===== config.mk =====
export PLATFORM = sky130hd
export DESIGN_NAME = writeback
export DESIGN_NICKNAME = d
export VERILOG_FILES = /design/src/rtl/writeback_pkg.sv /design/src/rtl/wb_scoreboard.sv /design/src/rtl/writeback.sv
export SDC_FILE = /design/constraint.sdc
export NUM_CORES = 1
export LEC_CHECK = 0
export BUFFER_PORTS_ARGS = -buffer_cell sky130_fd_sc_hd__buf_2
export CORE_ASPECT_RATIO = 1.25
export CORE_MARGIN = 4
export CORE_UTILIZATION = 35
export CTS_CLUSTER_DIAMETER = 40
export DETAILED_ROUTE_END_ITERATION = 10
export PLACE_DENSITY = 0.54
export SYNTH_ARGS = -nofsm -noshare
export SYNTH_HDL_FRONTEND = slang
export SYNTH_HIERARCHICAL = 1
export SYNTH_SLANG_ARGS = --single-unit

===== constraint.sdc =====
create_clock -name clk -period 4 [get_ports clk]
set_clock_uncertainty 0.2 [all_clocks]
set_input_delay 0.4 -clock clk [delete_from_list [all_inputs] [get_ports clk]]
set_output_delay 0.4 -clock clk [all_outputs]
set_load 0.05 [all_outputs]

===== src/rtl/writeback_pkg.sv =====
// Shared writeback definitions: instruction field positions, condition codes,
// special register indices and the {N,Z,C,V} flag bit order.
package writeback_pkg;

  localparam int IMB_BIT  = 31;
  localparam int RA_LSB   = 27;
  localparam int RB_LSB   = 23;
  localparam int RC_LSB   = 4;
  localparam int COND_LSB = 1;
  localparam int CMP_BIT  = 0;

  localparam int         NUM_GPR = 14;
  localparam logic [3:0] REG_PC  = 4'hE;
  localparam logic [3:0] REG_OVF = 4'hF;

  localparam int FLAG_N = 3;
  localparam int FLAG_Z = 2;
  localparam int FLAG_C = 1;
  localparam int FLAG_V = 0;

  typedef enum logic [2:0] {
    COND_AL = 3'd0,
    COND_EQ = 3'd1,
    COND_NE = 3'd2,
    COND_MI = 3'd3,
    COND_PL = 3'd4,
    COND_CS = 3'd5,
    COND_CC = 3'd6,
    COND_VS = 3'd7
  } cond_e;

  function automatic logic cond_pass(input logic [2:0] cond, input logic [3:0] flags);
    logic pass;
    pass = 1'b1;
    case (cond_e'(cond))
      COND_AL: pass = 1'b1;
      COND_EQ: pass = flags[FLAG_Z];
      COND_NE: pass = !flags[FLAG_Z];
      COND_MI: pass = flags[FLAG_N];
      COND_PL: pass = !flags[FLAG_N];
      COND_CS: pass = flags[FLAG_C];
      COND_CC: pass = !flags[FLAG_C];
      COND_VS: pass = flags[FLAG_V];
      default: pass = 1'b1;
    endcase
    return pass;
  endfunction

endpackage


===== src/rtl/wb_scoreboard.sv =====
// Outstanding-write counters (2-bit, saturating) for r0..r13 and overflow, plus decode hazard.
// WRITEBACK_FORWARD_EN lets a register whose last pending write commits this cycle stop hazarding.
module wb_scoreboard
  import writeback_pkg::*;
(
  input  logic       clk,
  input  logic       rst,
  input  logic       i_stall,
  input  logic       i_issue_vld,
  input  logic       i_dec_imb,
  input  logic [3:0] i_dec_ra,
  input  logic [3:0] i_dec_rb,
  input  logic [3:0] i_dec_rc,
  input  logic       i_dec_cmp,
  input  logic       i_wb_vld,
  input  logic [3:0] i_wb_rc,
  input  logic       i_wb_cmp,
  input  logic       i_wb_commit,
  output logic       o_hazard
);

  localparam logic [1:0] CNT_MAX = 2'd3;

  logic [1:0]  r_cnt [16];
  logic [15:0] w_busy;
  logic [15:0] w_up;
  logic [15:0] w_dn;
  logic        w_sat;
  logic        w_inc;
  logic        w_dec;

  // A full counter blocks a further write issue to the same register.
  assign w_sat    = !i_dec_cmp && (i_dec_rc != REG_PC) && (r_cnt[i_dec_rc] == CNT_MAX);
  assign o_hazard = ((i_dec_ra != REG_PC) && w_busy[i_dec_ra])
                 || (!i_dec_imb && (i_dec_rb < REG_PC) && w_busy[i_dec_rb])
                 || w_sat;
  assign w_inc    = i_issue_vld && !o_hazard && !i_dec_cmp && (i_dec_rc != REG_PC);
  assign w_dec    = i_wb_vld && !i_wb_cmp && (i_wb_rc != REG_PC);

  always_comb begin
    w_busy = '0;
    w_up   = '0;
    w_dn   = '0;
    for (int i = 0; i < 16; i++) begin
      w_busy[i] = (r_cnt[i] != 2'd0);
`ifdef WRITEBACK_FORWARD_EN
      if ((r_cnt[i] == 2'd1) && i_wb_commit && !i_wb_cmp && (i_wb_rc == 4'(i)))
        w_busy[i] = 1'b0;
`endif
      w_up[i] = w_inc && (i_dec_rc == 4'(i));
      w_dn[i] = w_dec && (i_wb_rc == 4'(i));
    end
  end

`ifndef WRITEBACK_FORWARD_EN
  logic w_unused_commit;
  assign w_unused_commit = i_wb_commit;
`endif

  always_ff @(posedge clk) begin
    if (rst) begin
      for (int i = 0; i < 16; i++) r_cnt[i] <= 2'd0;
    end else if (!i_stall) begin
      for (int i = 0; i < 16; i++) begin
        if (w_up[i] && !w_dn[i] && (r_cnt[i] != CNT_MAX))
          r_cnt[i] <= r_cnt[i] + 2'd1;
        else if (w_dn[i] && !w_up[i] && (r_cnt[i] != 2'd0))
          r_cnt[i] <= r_cnt[i] - 2'd1;
      end
    end
  end

endmodule


===== src/rtl/writeback.sv =====
// Writeback stage: conditional commit to r0..r13 / PC redirect / overflow, post-redirect squash, issue scoreboard.
// Optional macro WRITEBACK_FORWARD_EN: combinational r/overflow outputs and same-cycle hazard release.
module writeback
  import writeback_pkg::*;
#(
  parameter int FLUSH_DEPTH = 2
) (
  input  logic        clk,
  input  logic        rst,
  input  logic        stall,
  input  logic [31:0] instructionWriteback,
  input  logic [31:0] result,
  input  logic        resultValid,
  input  logic [3:0]  flagsIn,
  input  logic [31:0] overflowIn,
  input  logic        overflowWe,
  input  logic [31:0] decodeInstruction,
  input  logic        issueValid,
  output logic [31:0] r [NUM_GPR],
  output logic [31:0] overflow,
  output logic        pcWe,
  output logic [31:0] pcNew,
  output logic        flush,
  output logic        hazard
);

  localparam int SQ_W = $clog2(FLUSH_DEPTH + 2);

  logic [31:0]     r_regs [NUM_GPR];
  logic [31:0]     r_ovf;
  logic [3:0]      r_flags;
  logic [SQ_W-1:0] r_squash;
  logic            r_pc_we;
  logic            r_flush;
  logic [31:0]     r_pc_new;

  logic [3:0] w_wb_rc;
  logic [2:0] w_wb_cond;
  logic       w_wb_cmp;
  logic       w_commit;
  logic       w_wr_gpr;
  logic       w_wr_pc;
  logic       w_wr_ovf;
  logic       w_unused;

  assign w_wb_rc   = instructionWriteback[RC_LSB +: 4];
  assign w_wb_cond = instructionWriteback[COND_LSB +: 3];
  assign w_wb_cmp  = instructionWriteback[CMP_BIT];

  assign w_commit = resultValid && cond_pass(w_wb_cond, r_flags) && (r_squash == '0) && !stall;
  assign w_wr_gpr = w_commit && !w_wb_cmp && (w_wb_rc < REG_PC);
  assign w_wr_pc  = w_commit && !w_wb_cmp && (w_wb_rc == REG_PC);
  assign w_wr_ovf = w_commit && !w_wb_cmp && (w_wb_rc == REG_OVF);

  assign w_unused = ^{instructionWriteback[31:8], decodeInstruction[22:8],
                      decodeInstruction[COND_LSB +: 3]};

  always_ff @(posedge clk) begin
    if (rst) begin
      for (int i = 0; i < NUM_GPR; i++) r_regs[i] <= '0;
      r_ovf    <= '0;
      r_flags  <= '0;
      r_squash <= '0;
      r_pc_we  <= 1'b0;
      r_flush  <= 1'b0;
      r_pc_new <= '0;
    end else if (!stall) begin
      if (w_commit && w_wb_cmp) r_flags <= flagsIn;
      for (int i = 0; i < NUM_GPR; i++)
        if (w_wr_gpr && (w_wb_rc == 4'(i))) r_regs[i] <= result;
      // An architectural overflow write outranks the execute-side side channel.
      if (w_wr_ovf)        r_ovf <= result;
      else if (overflowWe) r_ovf <= overflowIn;
      r_pc_we <= w_wr_pc;
      r_flush <= w_wr_pc;
      if (w_wr_pc) r_pc_new <= result;
      if (w_wr_pc)
        r_squash <= SQ_W'(FLUSH_DEPTH);
      else if (resultValid && (r_squash != '0))
        r_squash <= r_squash - 1'b1;
    end
  end

  always_comb begin
    for (int i = 0; i < NUM_GPR; i++) r[i] = r_regs[i];
    overflow = r_ovf;
`ifdef WRITEBACK_FORWARD_EN
    for (int i = 0; i < NUM_GPR; i++)
      if (w_wr_gpr && (w_wb_rc == 4'(i))) r[i] = result;
    if (w_wr_ovf) overflow = result;
`endif
  end

  assign pcWe  = r_pc_we;
  assign flush = r_flush;
  assign pcNew = r_pc_new;

  wb_scoreboard u_scoreboard (
    .clk         (clk),
    .rst         (rst),
    .i_stall     (stall),
    .i_issue_vld (issueValid),
    .i_dec_imb   (decodeInstruction[IMB_BIT]),
    .i_dec_ra    (decodeInstruction[RA_LSB +: 4]),
    .i_dec_rb    (decodeInstruction[RB_LSB +: 4]),
    .i_dec_rc    (decodeInstruction[RC_LSB +: 4]),
    .i_dec_cmp   (decodeInstruction[CMP_BIT]),
    .i_wb_vld    (resultValid),
    .i_wb_rc     (w_wb_rc),
    .i_wb_cmp    (w_wb_cmp),
    .i_wb_commit (w_commit),
    .o_hazard    (hazard)
  );

endmodule


==> results.cfg <==
[layout]
final_cells = 3255
area_delta_synth_final_pct = 31.84
fill_cells = 5667
nets = 2500
drive_above_1_share_pct = 34.59

[cts]
clockRootBuffer = clkbuf_16
cts_hold_buf = 55
cts_tree = yes
htree_levels = 3
cts.sinks = 550
cts_resized = 0
clkTransAtPathRegs_ns = 0.05
worstSkewPairLatency_ns = 0.60
cts_buffers = 74
post-cts-setup-buffer-count = 0
cts_buffer_depth = 3

[synthesis]
synth_most_common_cell = edfxtp_1
synth_compound_area_share_pct = 8.083
synth_cell_types = 77
muxShareOfSynthArea_pct = 1.711
synthAdderAreaFrac_pct = 0.1705
synth-async-reset-ratio_pct = 0
synth_seq_cells = 550
synth-simple-area-share_pct = 13.96
netlist_instances = 1712
ys.flop_type = edfxtp_1
synth_top_area_share_pct = 65.35
synth_nets = 1853
synth_top_family_by_area = simple AND/OR/NAND/NOR gates
avgSynthCellArea_sq_um = 12.86
yosysWarnings = 6
yosys-top-cells-count = edfxtp_1, nor2_1, a21oi_1
ys_seq_area_share_pct = 71.81
synth-edff-count = 479
synth_area_sq_mm = 0.02201
ys_top_cells_by_area = edfxtp_1, nor2_1, dfxtp_1
yosysTopAreaCell = edfxtp_1
synth_xor_xnor_area_share_pct = 0.4775

[worst_setup_path]
r2r_end = u_scoreboard/r_cnt[5][1]$_SDFFCE_PN0P_
reg2reg_from = u_scoreboard/r_cnt[9][0]$_DFFE_PP_
critPathMaxFanout = 10
rr_worst_depth = 11
reg2reg_slack_ns = 0.83
cp-end-kind = primary output
crit_chain = inv_1 -> ha_1 -> mux4_2 -> nor2_1 -> o2111a_1 -> nor3_4 -> inv_2 -> buf_4 -> buf_2
cpMaxStageDelayCell = mux4_2
critPathLaunchType = flip-flop
crit_type = flip-flop to primary output
cpPeakStageDelay_ns = 0.49
arrival_ns = 3.03
crit_buf_inv = 4
cp_top_family = buffers and inverters
worstPathRequired_ns = 3.40

[sta]
grt_setup_unrepaired = no
relSlewSlack_pct = 33.28
drv_slew = 0
hold_viol = 0
worst_pin_slew_ns = 1.001
period_minus_slack_ns = 3.629
fmax_ghz = 0.2755
finalCritPeriodShare_pct = 90.73
setup_viol = 0
fin_setup_tns_ns = 0

[grt]
grt_max_degree = 70
grt_usage_pct = 23.60
grt_pass1_wl_um = 116300
grt_pass1_vias = 16710
grt_overflow = 0
antenna_found_initial = 5

[die]
die_y_um = 288.4
initial_core_util_pct = 35.41
dieArea_sq_mm = 0.06699
core_sq_mm = 0.06215
num_io_pins = 653
die_w_um = 232.3
row_count = 102

[drt]
drt_iter0_markers = 1253
vias = 16830
drtPass1Iterations = 5
detail_route.wl_per_cell_um = 25.29
drc = 0
wl_um = 82310
postRouteAntennaNets = 0
vias_per_cell = 5.171

[min_path]
min_from = rst
hold_path_class = input port to flip-flop
hold_end = pcNew[30]$_SDFFE_PP0P_
holdPathStages = 2

[placed_design]
place_hpwl_um = 58420
io_buffers = 610
gp_congestion = 0.8770
dp_cells = 3060

[run_status]
status = finished, final reports clean

[power]
p_per_area_mw_per_mm2 = 525.7
p_leak_nw = 11.69
ir_drop_mv = 0.3185
finalPower_w = 0.01525

[job]
maxCapViolations = 0
## layout make-up
class / instances / area (sq um) / share of cell area (%)
Sequential cell: 550 / 15810 / 54.46
Multi-Input combinational cell: 968 / 5399 / 18.60
Timing Repair Buffer: 709 / 3974 / 13.69
Clock buffer: 89 / 1961 / 6.756
Tap cell: 832 / 1041 / 3.587
Clock inverter: 48 / 621.8 / 2.143
Inverter: 56 / 210.2 / 0.7244
Antenna cell: 3 / 7.507 / 0.02587
## routing by layer
metal	wire length [um]	global-route usage (%)	vias up
met1	31340	28.38	8437
met5	19	0	-
met4	2685	7.849	2
met2	41770	41.72	790
met3	6491	5.584	132
li1	-	-	7472
## worst register-to-register path: cells and delay by family, from the launching register on
kind	cells	cell delay (ns)
buffers and inverters	3	0.41
adder cells (fa/ha/maj)	1	0.20
flip-flops	1	0.45
AND/OR/NAND/NOR	5	1.16
AO/OA/AOI/OAI	2	0.46
## worst max path at each step
stage                                        from                                      to  slack (ns)  cells past startpoint
5_1_grt        u_scoreboard/r_cnt[9][0]$_DFFE_PP_                                  hazard        0.25                      9
3_3_place_gp                 decodeInstruction[4]  u_scoreboard/r_cnt[4][1]$_SDFFCE_PN0P_        0.63                     10
6_report       u_scoreboard/r_cnt[9][0]$_DFFE_PP_                                  hazard        0.37                      9
4_1_cts        u_scoreboard/r_cnt[9][0]$_DFFE_PP_                                  hazard        0.33                      9
3_5_place_dp                 decodeInstruction[4]  u_scoreboard/r_cnt[4][0]$_SDFFCE_PN0P_        0.61                     10
2_1_floorplan               decodeInstruction[28]  u_scoreboard/r_cnt[3][0]$_SDFFCE_PN0P_        1.15                     10
## state kept, by name, indices dropped and copies added, names as in the netlist
signal / cells
r_regs: 448
overflow: 32
pcNew: 32
u_scoreboard/r_cnt: 31
r_flags: 4
r_squash: 2
flush: 1
## power by group
group | leakage [nW] | switching [W] | total (W) | internal (W)
Sequential | 5.43 | 0.000104 | 0.00660 | 0.00649
Combinational | 5.01 | 0.00154 | 0.00192 | 0.000373
Clock | 1.25 | 0.00272 | 0.00674 | 0.00402
Total | 11.7 | 0.00436 | 0.0153 | 0.0109
## logic make-up after synthesis
logic type      Yosys count
compound gates          268
fa+ha+maj                 3
xor+xnor                 12
mux                      27
simple gates            658
buf+inv                 194
flops                   550
## placed cells by master, fill, tap and decap left out, types with 6 or more instances in the layout
master	netlist	routed
buf_2	49	609
edfxtp_1	479	479
nor2_1	394	394
a21oi_1	87	87
o21ai_0	80	80
clkbuf_16	0	76
dfxtp_1	71	71
dlygate4sd3_1	0	55
inv_1	54	54
nand3_1	54	54
nand2b_1	52	42
nand2_1	42	42
nor3_1	42	42
buf_4	4	42
o32ai_1	21	21
mux2i_1	14	14
a211oi_1	13	13
clkbuf_1	80	12
nor2b_1	11	11
nand2b_2	0	10
a2111oi_2	10	10
inv_6	0	10
o31ai_1	9	9
xor2_1	9	9
a221oi_1	8	8
clkinv_2	0	8
clkinv_4	0	8
mux4_2	8	8
and2_1	6	6
bufinv_16	0	6
nor4_1	6	6
or3_1	6	6
## metrics by stage
| stage | worst slack, ns | instance area, sq um | utilization [%] | hold slack [ns] |
|---|---|---|---|---|
| final | 0.3709 | 29020 | 46.69 | 0.03326 |
| after global routing | 0.2503 | 29010 | 46.68 | 0.03001 |
| after CTS | 0.3277 | 29010 | 46.68 | 0.0009136 |
| after detailed placement | 0.6075 | 25880 | 41.64 | 0.2649 |
| after global placement | 0.6321 | 25880 | 41.64 | 0.2587 |
| after floorplan | 1.151 | 22010 | - | 0.2486 |
(Power assumes the default switching activity.)
